<file path="src/rtl/regfile_mp.sv">
// ---------------------------------------------------------------------------
// regfile_mp -- multi-ported register file with a per-register busy scoreboard.
//
// Purpose
//   COUNT registers of WORD_SIZE bits, with WRITE_PORTS write ports and
//   READ_PORTS read ports. When several write ports target the same register,
//   the highest-numbered port wins. Each register also has a "busy" bit.
//   busy_set marks a register as pending. Any accepted write clears that
//   register's busy bit, but a set in the same cycle takes precedence.
//   Optional features:
//     - a hard-wired zero register (ZERO_REG),
//     - forwarding of same-cycle write data and busy state to readers (BYPASS),
//     - a registered read path (READ_LATENCY = 1).
//
// Ports
//   clk        rising-edge clock
//   rst        asynchronous, active-high reset
//   en_write   [WRITE_PORTS]            per-port write enable
//   idx_write  [WRITE_PORTS*CB]         write index, port p at [p*CB +: CB]
//   data_in    [WRITE_PORTS*WORD_SIZE]  write data,  port p at [p*WORD_SIZE +: WORD_SIZE]
//   idx_read   [READ_PORTS*CB]          read index,  packed like idx_write
//   data_out   [READ_PORTS*WORD_SIZE]   read data,   packed like data_in
//   read_busy  [READ_PORTS]             busy bit of the register each port reads
//   busy_set   mark register busy_idx as pending
//   busy_idx   [CB]                     register to mark
//   busy_vec   [COUNT]                  full scoreboard
// ---------------------------------------------------------------------------
module regfile_mp #(
  parameter int WORD_SIZE    = 16,
  parameter int COUNT        = 32,
  parameter int READ_PORTS   = 2,
  parameter int WRITE_PORTS  = 2,
  parameter int ZERO_REG     = 0,
  parameter int BYPASS       = 1,
  parameter int READ_LATENCY = 0,
  localparam int CB          = $clog2(COUNT)
) (
  input  logic                            clk,
  input  logic                            rst,
  input  logic [WRITE_PORTS-1:0]          en_write,
  input  logic [WRITE_PORTS*CB-1:0]       idx_write,
  input  logic [WRITE_PORTS*WORD_SIZE-1:0] data_in,
  input  logic [READ_PORTS*CB-1:0]        idx_read,
  output logic [READ_PORTS*WORD_SIZE-1:0] data_out,
  output logic [READ_PORTS-1:0]           read_busy,
  input  logic                            busy_set,
  input  logic [CB-1:0]                   busy_idx,
  output logic [COUNT-1:0]                busy_vec
);

  // Architectural state and its next-edge value.
  logic [WORD_SIZE-1:0] mem_reg  [COUNT];
  logic [WORD_SIZE-1:0] mem_next [COUNT];
  logic [COUNT-1:0]     busy_reg;
  logic [COUNT-1:0]     busy_next;

  // -------------------------------------------------------------------------
  // Per-register write resolution and scoreboard update.
  // Ports are scanned in ascending order, so the highest enabled port that
  // matches is the one left standing. An index >= COUNT never matches any
  // register, which is how out-of-range writes are dropped.
  // -------------------------------------------------------------------------
  genvar gi;
  generate
    for (gi = 0; gi < COUNT; gi++) begin : g_reg
      localparam bit IS_ZERO = (ZERO_REG != 0) && (gi == 0);

      logic                 hit;
      logic [WORD_SIZE-1:0] wdata;
      logic                 busy_nxt;

      always_comb begin
        hit   = 1'b0;
        wdata = '0;
        for (int p = 0; p < WRITE_PORTS; p++) begin
          if (en_write[p] && (idx_write[p*CB +: CB] == CB'(gi))) begin
            hit   = 1'b1;
            wdata = data_in[p*WORD_SIZE +: WORD_SIZE];
          end
        end
        if (IS_ZERO) begin
          hit = 1'b0;
        end
      end

      // The set is applied after the write-clear so that it takes precedence.
      always_comb begin
        busy_nxt = busy_reg[gi];
        if (hit) begin
          busy_nxt = 1'b0;
        end
        if (busy_set && (busy_idx == CB'(gi))) begin
          busy_nxt = 1'b1;
        end
        if (IS_ZERO) begin
          busy_nxt = 1'b0;
        end
      end

      assign mem_next[gi]  = hit ? wdata : mem_reg[gi];
      assign busy_next[gi] = busy_nxt;
    end
  endgenerate

  always_ff @(posedge clk or posedge rst) begin
    if (rst) begin
      for (int r = 0; r < COUNT; r++) begin
        mem_reg[r] <= '0;
      end
      busy_reg <= '0;
    end else begin
      for (int r = 0; r < COUNT; r++) begin
        mem_reg[r] <= mem_next[r];
      end
      busy_reg <= busy_next;
    end
  end

  assign busy_vec = busy_reg;

  // -------------------------------------------------------------------------
  // Read ports.
  // With bypass enabled, the post-edge view (mem_next/busy_next) is read.
  // Otherwise the current state is read. Indices >= COUNT match nothing, so
  // they read 0. While reset is asserted, the forwarded values are forced to
  // 0 so that pending writes and sets cannot leak through the bypass path.
  // -------------------------------------------------------------------------
  generate
    for (gi = 0; gi < READ_PORTS; gi++) begin : g_rd
      logic [CB-1:0]        ridx;
      logic [WORD_SIZE-1:0] rdata;
      logic                 rbusy;

      assign ridx = idx_read[gi*CB +: CB];

      always_comb begin
        rdata = '0;
        rbusy = 1'b0;
        if (!rst) begin
          for (int r = 0; r < COUNT; r++) begin
            if (ridx == CB'(r)) begin
              rdata = (BYPASS != 0) ? mem_next[r]  : mem_reg[r];
              rbusy = (BYPASS != 0) ? busy_next[r] : busy_reg[r];
            end
          end
        end
      end

      if (READ_LATENCY == 0) begin : g_comb
        assign data_out[gi*WORD_SIZE +: WORD_SIZE] = rdata;
        assign read_busy[gi]                       = rbusy;
      end else begin : g_regd
        logic [WORD_SIZE-1:0] out_data_reg;
        logic                 out_busy_reg;

        always_ff @(posedge clk or posedge rst) begin
          if (rst) begin
            out_data_reg <= '0;
            out_busy_reg <= 1'b0;
          end else begin
            out_data_reg <= rdata;
            out_busy_reg <= rbusy;
          end
        end

        assign data_out[gi*WORD_SIZE +: WORD_SIZE] = out_data_reg;
        assign read_busy[gi]                       = out_busy_reg;
      end
    end
  endgenerate

endmodule

</file>
<file path="config.mk">
export PLATFORM = sky130hd
export DESIGN_NAME = regfile_mp
export DESIGN_NICKNAME = d
export VERILOG_FILES = /design/src/rtl/regfile_mp.sv
export SDC_FILE = /design/constraint.sdc
export NUM_CORES = 2
export LEC_CHECK = 0
export ABC_AREA = 1
export ABC_CLOCK_PERIOD_IN_PS = 27200
export BUFFER_PORTS_ARGS = -buffer_cell sky130_fd_sc_hd__buf_2
export CELL_PAD_IN_SITES_DETAIL_PLACEMENT = 0
export CELL_PAD_IN_SITES_GLOBAL_PLACEMENT = 1
export CORE_MARGIN = 10
export CORE_UTILIZATION = 40
export DETAILED_ROUTE_END_ITERATION = 8
export GPL_ROUTABILITY_DRIVEN = 0
export GPL_TIMING_DRIVEN = 0
export PLACE_DENSITY_LB_ADDON = 0.15
export SLEW_MARGIN = 20
export SYNTH_ARGS = -nofsm -noshare
export SYNTH_HDL_FRONTEND = slang
export SYNTH_SLANG_ARGS = --single-unit
</file>
<file path="constraint.sdc">
create_clock -name clk -period 27.2 [get_ports clk]
set_clock_uncertainty 0.1 [all_clocks]
set_input_delay 5.44 -clock clk [delete_from_list [all_inputs] [get_ports clk]]
set_output_delay 5.44 -clock clk [all_outputs]
set_load 0.005 [all_outputs]
</file>
==> run metrics <==
outcome finished, final reports clean; share of cells above drive strength 1 0.100; final hold vios 0; Worst setup startpoint idx_write[4]; sequential area share after synthesis 0.399; CTS Hold Bufs 0; mux share of post-synthesis cell area 0; RSZ-0062 raised after global routing false; HPWL after DPL 150 mm; routed len/inst 31.9 um; Total GRT Usage 0.396; Synth area leaders dfrtp_1 (40%), nand2_1 (17%), nand3_1 (6.2%); routed wire length 202 mm; RR Endpoint mem_reg[27]$_DFF_PP0_; Synth-to-Final Area Change 14.5%; CTS tree done; Compound-Gate Fraction of Synth Area 0.175; Worst path max stage delay 0.48 ns; FF-to-FF Start mem_reg[27]$_DFF_PP0_; drt first pass iters 8; initial antenna violation count 13; synth unique cells 46; vias per std cell 6.36; die height 312 um; min Tclk post-route 16.45 ns; yosys warns 0; Die Width 312 um; Max Fclk 0.0608 GHz; Hold Path Class flop to flop; Initial DRC Count 6161; Critical Path RT 21.66 ns; Congestion Overflow GR 0; row count 107; Leakage 17.6 nW; Worst Setup End Kind primary output; synthesized cell area 34100 um^2; # DRC 0; Core ar. 84900 um^2; Vias 40200; Ports 128; crit path DAT 10.91 ns; max FFs per register 512; average cell area after synthesis 6.97 um^2; PortBufs 116; CP max FO 10; final instance area 39100 um^2; Setup-failing EPs final 0; first-pass GRT wire length 279 mm; max-cap violation count 0; Synth top area share 0.399; main combinational cell family by area after synthesis simple AND/OR/NAND/NOR gates; Final nets 5174; vias in the first global route 36800; final slew viol count 0; H-Tree Depth 3; Worst Setup EP read_busy[1]; clk_lat worst skew 0.62 ns; leading area contributor after synthesis dfrtp_1; Final ANT Viol Nets 0; setup TNS 0 ns; Final period util 0.605; Simple-Gate Fraction of Synth Area 0.334; R2R setup slack 25.79 ns; CTS Buf Count 69; Post-Synth Adder-Cell Area 0; Reg2Reg Depth 2; Peak VDD IR 0.0000491 V; xor/xnor share of the synthesized area 0; post-CTS resize count 0; Root Driver clkbuf_16; syn_nets 4964; #FFs+latches synth 544; postcts setup bufs 0; Cells after Synth 4902; clock slew at reported path FFs 0.06 ns; maximum number of pins on one net before global-route repair 84; Slew @ Worst Pin 1.33 ns; Slew HR 0.111; DP Area 36800 um^2; critical path's slowest cell nor2_1; Worst setup SP type input port; starting density of the core 0.402; Pwr Density 70.3 nW/um^2; die area 97500 um^2; clk sink count 544; CP dominant cell by count nand2_1; type of the worst setup path input port to primary output; Longest Clk Path Bufs 3
synth_stat cells (all sizes together):
master and number:
a211oi 2, a21boi 5, a21o 3, a21oi 324
a221o 4, a221oi 90, a22oi 8, a31oi 19
and2 25, and3 16, buf 40, clkbuf 282
clkinv 22, dfrtp 544, inv 472, nand2 1556
nand3 436, nand3b 13, nand4 144, nor2 274
nor3 85, o2111ai 1, o211a 1, o211ai 181
o21a 1, o21ai 129, o221ai 98, o22ai 43
o311ai 8, or2 74, or3 2
worst min-delay path by stage:
| stage | slack, ns | depth (start not counted) | endpoint | from |
|---|---|---|---|---|
| 6_report | 0.39 | 2 | mem_reg[386]$_DFF_PP0_ | mem_reg[386]$_DFF_PP0_ |
| 5_1_grt | 0.42 | 2 | mem_reg[386]$_DFF_PP0_ | mem_reg[386]$_DFF_PP0_ |
| 4_1_cts | 0.39 | 2 | mem_reg[386]$_DFF_PP0_ | mem_reg[386]$_DFF_PP0_ |
| 3_5_place_dp | 0.37 | 2 | mem_reg[386]$_DFF_PP0_ | mem_reg[386]$_DFF_PP0_ |
| 3_3_place_gp | 0.36 | 1 | mem_reg[85]$_DFF_PP0_ | mem_reg[85]$_DFF_PP0_ |
| 2_1_floorplan | 0.35 | 1 | mem_reg[85]$_DFF_PP0_ | mem_reg[85]$_DFF_PP0_ |
critical path: cells and delay by family:
family,cells,cell delay [ns]
AOI/OAI and AO/OA,2,0.58
buffers and inverters,5,0.79
and+or+nand+nor,23,4.08
area by class of cell:
type                       count  area [um^2]
fill                        9077        45800
clock buffer                 102         2050
clock inverter                14          189
antenna                       13         32.5
multi-input combinational   3542        17400
buffer                       322         1360
inverter                     494         1850
sequential                   544        13600
tap                         1144         1430
timing repair buffer         139         1120
power breakdown:
part,switching [mW],total [mW],internal (mW),leakage (nW)
clock,0.402,0.961,0.559,1.11
combinational,0.510,0.722,0.212,9.73
sequential,0.0607,1.07,1.01,6.74
total,0.973,2.75,1.78,17.6
layout by cell type, fill, tap and decap left out, types with 12 or more instances in the layout:
cell type	count
a21oi_1	322
a221oi_1	84
a31oi_1	19
and2_1	25
and3_1	16
buf_16	16
buf_2	140
buf_4	12
clkbuf_1	249
clkbuf_16	71
clkbuf_2	47
clkbuf_8	17
clkinv_1	22
dfrtp_1	544
diode_2	13
inv_1	411
inv_2	61
nand2_1	1546
nand3_1	426
nand3b_1	13
nand4_1	144
nor2_1	242
nor2_2	23
nor3_1	75
o211ai_1	181
o21ai_0	97
o21ai_1	32
o221ai_1	98
o22ai_1	43
or2_1	13
or2_2	60
cell families (layout without fill, tap and decap cells):
kind of cell           Yosys count  count (layout)
AND/OR/NAND/NOR               2625            2625
other                            0              13
buffers and inverters          816            1071
flip-flops                     544             544
AO/OA/AOI/OAI                  917             917
through the flow:
step,power (mW),utilization,cells,hold slack [ns],setup slack [ns]
5_1_grt,2.83,0.460,6302,0.415,10.65
3_5_place_dp,1.76,0.434,6185,0.374,11.08
4_1_cts,2.71,0.460,6301,0.388,11.07
2_1_floorplan,1.49,-,4902,0.345,7.72
6_report,2.75,0.461,6314,0.391,10.75
3_3_place_gp,1.75,0.426,6162,0.359,3.01
metal layers:
metal | vias to the layer above | track usage | wire length, um
met5 | - | 0 | 51
met4 | 8 | 0.280 | 16800
met3 | 723 | 0.134 | 26600
met2 | 2934 | 0.569 | 83300
met1 | 19500 | 0.493 | 74800
li1 | 17000 | - | -
No activity file was read; power rests on OpenSTA's default activity.
